`config.mk`:
```
export PLATFORM = sky130hd
export DESIGN_NAME = div_unit_flat
export DESIGN_NICKNAME = d
export VERILOG_FILES = /design/src/rtl/div_unit_if.sv /design/src/rtl/div_unit.sv /design/src/flat_wrapper.sv
export SDC_FILE = /design/constraint.sdc
export NUM_CORES = 1
export LEC_CHECK = 0
export CORE_ASPECT_RATIO = 0.5
export CORE_UTILIZATION = 50
export DETAILED_ROUTE_END_ITERATION = 10
export DONT_BUFFER_PORTS = 1
export PLACE_DENSITY = 0.69
export SLEW_MARGIN = 20
export SYNTH_ARGS = -nofsm -noshare
export SYNTH_HDL_FRONTEND = slang
export SYNTH_SLANG_ARGS = --single-unit
export TNS_END_PERCENT = 100
```
`constraint.sdc`:
```
create_clock -name cpu_clk -period 4.6 [get_ports cpu_clk]
set_clock_uncertainty 0.15 [all_clocks]
set_input_delay 0.92 -clock cpu_clk [delete_from_list [all_inputs] [get_ports cpu_clk]]
set_output_delay 0.92 -clock cpu_clk [all_outputs]
set_load 0.02 [all_outputs]
```
`src/rtl/div_unit_if.sv`:
```
`default_nettype none
// ============================================================================
// Module      : div_unit_if
// Description : Request/response bundle between the EX stage and div_unit.
// Revision    : 1.0 - initial release
// ============================================================================
interface div_unit_if #(
    parameter int WIDTH = 32
);
    logic             flush;
    logic             start;
    logic [1:0]       op;
    logic [WIDTH-1:0] src1;
    logic [WIDTH-1:0] src2;
    logic [4:0]       tag_in;
    logic             busy;
    logic             stall_req;
    logic             done;
    logic [WIDTH-1:0] result;
    logic [4:0]       tag_out;

    modport master (
        output flush, start, op, src1, src2, tag_in,
        input  busy, stall_req, done, result, tag_out
    );

    modport slave (
        input  flush, start, op, src1, src2, tag_in,
        output busy, stall_req, done, result, tag_out
    );
endinterface
`default_nettype wire

```
`src/rtl/div_unit.sv`:
```
`default_nettype none
// ============================================================================
// Module      : div_unit
// Description : Iterative restoring 32-bit divider (DIV.W/MOD.W/DIV.WU/MOD.WU)
//               with pipeline stall request and one-cycle done pulse.
// Revision    : 1.0 - initial release
// ============================================================================
module div_unit #(
    parameter int WIDTH = 32
) (
    input  wire logic   cpu_clk,
    input  wire logic   cpu_rst,
    div_unit_if.slave   dif
);

    localparam logic [1:0] c_IDLE = 2'd0;
    localparam logic [1:0] c_CALC = 2'd1;
    localparam logic [1:0] c_FIX  = 2'd2;
    localparam logic [1:0] c_DONE = 2'd3;
    localparam logic [5:0] c_LAST = 6'(WIDTH - 1);

    logic [1:0]       r_state;
    logic [5:0]       r_cnt;
    logic [WIDTH-1:0] r_rem;
    logic [WIDTH-1:0] r_quo;
    logic [WIDTH-1:0] r_div;
    logic             r_is_mod;
    logic             r_qsign;
    logic             r_rsign;
    logic             r_done;
    logic [WIDTH-1:0] r_result;
    logic [4:0]       r_tag;

    logic             w_signed_op;
    logic             w_neg1;
    logic             w_neg2;
    logic [WIDTH-1:0] w_abs1;
    logic [WIDTH-1:0] w_abs2;
    logic             w_div_zero;
    logic [WIDTH:0]   w_rem_sh;
    logic [WIDTH:0]   w_trial;
    logic             w_trial_ok;
    logic [WIDTH-1:0] w_quo_fix;
    logic [WIDTH-1:0] w_rem_fix;
    logic             w_busy;

    // op[1] selects the unsigned variants; op[0] selects remainder output.
    assign w_signed_op = ~dif.op[1];
    assign w_neg1      = w_signed_op & dif.src1[WIDTH-1];
    assign w_neg2      = w_signed_op & dif.src2[WIDTH-1];
    assign w_abs1      = w_neg1 ? (~dif.src1 + 1'b1) : dif.src1;
    assign w_abs2      = w_neg2 ? (~dif.src2 + 1'b1) : dif.src2;
    assign w_div_zero  = (dif.src2 == '0);

    // The partial remainder is always below the divisor, so a 33-bit trial
    // subtraction is enough for both the signed and unsigned magnitudes.
    assign w_rem_sh   = {r_rem, r_quo[WIDTH-1]};
    assign w_trial    = w_rem_sh - {1'b0, r_div};
    assign w_trial_ok = ~w_trial[WIDTH];

    assign w_quo_fix = r_qsign ? (~r_quo + 1'b1) : r_quo;
    assign w_rem_fix = r_rsign ? (~r_rem + 1'b1) : r_rem;

    assign w_busy        = (r_state == c_CALC) || (r_state == c_FIX);
    assign dif.busy      = w_busy;
    assign dif.stall_req = (dif.start & (r_state == c_IDLE) & ~dif.flush) | w_busy;
    assign dif.done      = r_done;
    assign dif.result    = r_result;
    assign dif.tag_out   = r_tag;

    always_ff @(posedge cpu_clk) begin
        if (cpu_rst) begin
            r_state  <= c_IDLE;
            r_cnt    <= '0;
            r_rem    <= '0;
            r_quo    <= '0;
            r_div    <= '0;
            r_is_mod <= 1'b0;
            r_qsign  <= 1'b0;
            r_rsign  <= 1'b0;
            r_done   <= 1'b0;
            r_result <= '0;
            r_tag    <= '0;
        end else if (dif.flush) begin
            r_state <= c_IDLE;
            r_done  <= 1'b0;
        end else begin
            case (r_state)
                c_IDLE: begin
                    r_done <= 1'b0;
                    if (dif.start) begin
                        r_is_mod <= dif.op[0];
                        r_tag    <= dif.tag_in;
                        if (w_div_zero) begin
                            r_result <= dif.op[0] ? dif.src1 : '1;
                            r_done   <= 1'b1;
                            r_state  <= c_DONE;
                        end else begin
                            r_rem   <= '0;
                            r_quo   <= w_abs1;
                            r_div   <= w_abs2;
                            r_cnt   <= '0;
                            r_qsign <= w_neg1 ^ w_neg2;
                            r_rsign <= w_neg1;
                            r_state <= c_CALC;
                        end
                    end
                end
                c_CALC: begin
                    r_rem   <= w_trial_ok ? w_trial[WIDTH-1:0] : w_rem_sh[WIDTH-1:0];
                    r_quo   <= {r_quo[WIDTH-2:0], w_trial_ok};
                    r_cnt   <= r_cnt + 6'd1;
                    if (r_cnt == c_LAST) begin
                        r_state <= c_FIX;
                    end
                end
                c_FIX: begin
                    r_result <= r_is_mod ? w_rem_fix : w_quo_fix;
                    r_done   <= 1'b1;
                    r_state  <= c_DONE;
                end
                c_DONE: begin
                    // The instruction still occupies EX here, so start is ignored.
                    r_done  <= 1'b0;
                    r_state <= c_IDLE;
                end
                default: begin
                    r_done  <= 1'b0;
                    r_state <= c_IDLE;
                end
            endcase
        end
    end

endmodule
`default_nettype wire

```
`src/flat_wrapper.sv`:
```
// flat-port wrapper written by rule: the top's interface ports become plain ports
module div_unit_flat 
#(
    parameter int WIDTH = 32
)
  (cpu_clk, cpu_rst, dif_flush, dif_start, dif_op, dif_src1, dif_src2, dif_tag_in, dif_busy, dif_stall_req, dif_done, dif_result, dif_tag_out);
  div_unit_if #(.WIDTH(WIDTH)) dif_i ();
  input  wire logic cpu_clk;
  input  wire logic cpu_rst;
  input wire logic [$bits(dif_i.flush)-1:0] dif_flush;
  input wire logic [$bits(dif_i.start)-1:0] dif_start;
  input wire logic [$bits(dif_i.op)-1:0] dif_op;
  input wire logic [$bits(dif_i.src1)-1:0] dif_src1;
  input wire logic [$bits(dif_i.src2)-1:0] dif_src2;
  input wire logic [$bits(dif_i.tag_in)-1:0] dif_tag_in;
  output wire logic [$bits(dif_i.busy)-1:0] dif_busy;
  output wire logic [$bits(dif_i.stall_req)-1:0] dif_stall_req;
  output wire logic [$bits(dif_i.done)-1:0] dif_done;
  output wire logic [$bits(dif_i.result)-1:0] dif_result;
  output wire logic [$bits(dif_i.tag_out)-1:0] dif_tag_out;
  assign dif_i.flush = dif_flush;
  assign dif_i.start = dif_start;
  assign dif_i.op = dif_op;
  assign dif_i.src1 = dif_src1;
  assign dif_i.src2 = dif_src2;
  assign dif_i.tag_in = dif_tag_in;
  assign dif_busy = dif_i.busy;
  assign dif_stall_req = dif_i.stall_req;
  assign dif_done = dif_i.done;
  assign dif_result = dif_i.result;
  assign dif_tag_out = dif_i.tag_out;
  div_unit #(.WIDTH(WIDTH)) u_core (.cpu_clk(cpu_clk), .cpu_rst(cpu_rst), .dif(dif_i));
endmodule
```
==> flow_summary.toml <==
[timing]
rsz0062_at_grt = "no"
slew_viol_final = 0
hold_violations = 0
fin_setup_tns_ns = 0
period_minus_slack_ns = 3.71
setup_viol = 0
fmax_mhz = 270
finalCritPeriodShare_pct = 80.6
worst_slew_pin_slew_ns = 1.03
max_slew_margin_pct = 31.5

[worst_hold_path]
hp-class = "flip-flop to flip-flop"
min-delay-start = "u_core.r_div[12]"

[worst_setup_path]
cp_common_cell = "or4_1"
slowest_stage = "or4_1"
rr_startpoint = "u_core.r_quo[31]"
cp-start-kind = "input pin"
worstSetupPathType = "input pin to flip-flop"
path_buf_inv = 1
cp.required_ns = 4.80
arrival_ns = 3.91
cpPeakStageDelay_ns = 0.74
path_delay_family = "simple AND/OR/NAND/NOR gates"
cp_max_fo = 32
path_cells = "or4_1 -> or4_1 -> or4_1 -> nand2_4 -> o21ai_2 -> nor2_2 -> buf_4 -> a32oi_1 -> o21ai_0"
end_kind = "flip-flop"
worstSetupStartpoint = "dif_src2[12]"

[layout]
antennaDiodeCount = 0
fin_nets = 1494
final_layout_size_suffix_gt1_share_pct = 5.55
syn2layout_area_growth_pct = 7.26
utilization_pct = 55.0
fin_area_mm2 = 0.0114

[detailed_routing]
first_iter_violations = 1094
remaining_drc_errors = 0
ant_nets = 0
routed_wirelength_um = 32600
drt_first_pass_iters = 6
wl_per_cell_um = 19.6
via_count = 10400
routed_via_density = 6.24

[clock_tree]
post_cts_buffers = 0
clockRootBuffer = "clkbuf_16"
hold_buffers = 0
clk_pin_slew_ns = 0.06
cts_max_level = 4
cts_buffer_depth = 2
cts_buffers = 17
ctsResizeCount = 0
clkSinkCount = 145
cts_tree = "yes"
clock_latency_ns = 0.44

[synth]
synth_common_cells = "175 x nand2_1, 145 x dfxtp_1, 127 x nor2_1, 126 x a21oi_1, 94 x o21ai_0"
async_flop_share_pct = 0
synth_top_area_share_pct = 27.4
synth-main-ff-cell = "dfxtp_1"
ys_types = 72
synth_cells = 1422
synth_edf_count = 0
synth_warnings = 0
synth_area_leaders = "dfxtp_1 27%, xnor2_1 7.0%, nand2_1 6.2%, a21oi_1 6.0%, xor2_1 5.0%"
ys_seq_area_share_pct = 27.4
yosys.area.top_type = "dfxtp_1"
synth_area_per_cell_um2 = 7.44
synth_seq_cells = 145
yosysMostFrequentCell = "nand2_1"
synth_fp_nets = 1539
netlist_area_mm2 = 0.0106

[placement]
gp_congestion = 0.898
port-buffer-count = 0
dp_hpwl_um = 24300
placed_area_mm2 = 0.0108

[global_route]
grt_util_all_layers_pct = 30.0
grt_overflow = 0
grt_max_degree = 116
antenna_found_initial = 0
grt_first_pass_wirelength_um = 51900
first_global_vias = 9525

[power_and_ir_drop]
p_leak_nw = 4.10
power_density_mw_per_mm2 = 305
vdd_drop_max_mv = 0.236

[floorplanning]
dieArea_mm2 = 0.0218
die_h_um = 105
rows = 37
initial_core_util_pct = 51.3
die_x_um = 208
io_pins = 115
core_mm2 = 0.0206

[job]
cap_violations = 0

[status]
outcome = "complete, no violations"
layer usage:
| metal | track usage (%) | part of all wire [%] |
|---|---|---|
| met4 | 7.35 | 1.4 |
| met1 | 43.3 | 48 |
| met5 | 0 | 0 |
| met2 | 44.1 | 41 |
| met3 | 7.63 | 9.1 |
cell usage in the layout (no fill, tap or decap), drive strengths merged, types with 44 or more instances in the layout:
| master | count |
|---|---|
| o21ai | 99 |
| nand3 | 45 |
| xnor2 | 85 |
| xor2 | 60 |
| nand2 | 176 |
| a211oi | 44 |
| dfxtp | 145 |
| nor2 | 129 |
| a21oi | 126 |
| inv | 53 |
where the power goes:
group          switching [mW]  internal (mW)  leakage, nW
clock                   0.555          0.870        0.290
combinational           0.418          0.259         2.63
sequential             0.0546           1.31         1.18
registers in the layout, indices dropped and copies added (netlist names):
| register | count |
|---|---|
| u_core.r_cnt | 6 |
| u_core.r_rsign | 1 |
| u_core.dif.result | 32 |
| u_core.dif.tag_out | 5 |
| u_core.r_qsign | 1 |
| u_core.r_rem | 32 |
| u_core.r_state | 2 |
| u_core.r_quo | 32 |
| u_core.r_is_mod | 1 |
| u_core.r_div | 32 |
| u_core.dif.done | 1 |
worst min-delay path: cells and delay by family, from the launching register on:
family          cells  cell delay [ns]
flops               1             0.29
compound gates      1             0.06
buf+inv             1             0.07
logic make-up (layout without fill, tap and decap cells):
group                    count (synthesis)  in the layout  synth area share [%]
flip-flops                             145            145                  27.4
multiplexers                            13             13                  1.25
adder cells (fa/ha/maj)                 42             42                  5.03
AND/OR/NAND/NOR                        505            505                  22.5
buffers and inverters                  140            106                  5.26
XOR/XNOR                               145            145                  12.0
AO/OA/AOI/OAI                          432            432                  26.6
through the flow:
step / total power [mW] / instances / hold slack (ns) / setup slack (ns)
6_report: 3.46 / 1661 / 0.323 / 0.893
3_5_place_dp: 2.05 / 1631 / 0.311 / 0.445
3_3_place_gp: 2.04 / 1631 / 0.308 / 0.507
4_1_cts: 3.46 / 1661 / 0.322 / 0.906
5_1_grt: 3.60 / 1661 / 0.347 / 0.723
2_1_floorplan: 1.90 / 1422 / 0.291 / 0.986
layout make-up:
| cell class | instances | area [µm²] |
|---|---|---|
| fillers | 1975 | 9290 |
| multi-input cells | 1137 | 7150 |
| flip-flops and latches | 145 | 2900 |
| clock inverters | 11 | 139 |
| clock buffers | 19 | 453 |
| repair buffers | 23 | 173 |
| well taps | 273 | 342 |
| inverters | 53 | 199 |
final timing paths:
check | endpoint | slack [ns] | cells past startpoint
worst max-delay path | u_core.r_rem[31] | 0.89 | 9
worst min-delay path | u_core.r_div[12] | 0.32 | 2
worst max register to register | u_core.r_rem[28] | 0.95 | 13
worst min register to register | u_core.r_div[12] | 0.32 | 2
Note: power is estimated with default switching activity, not from simulation.
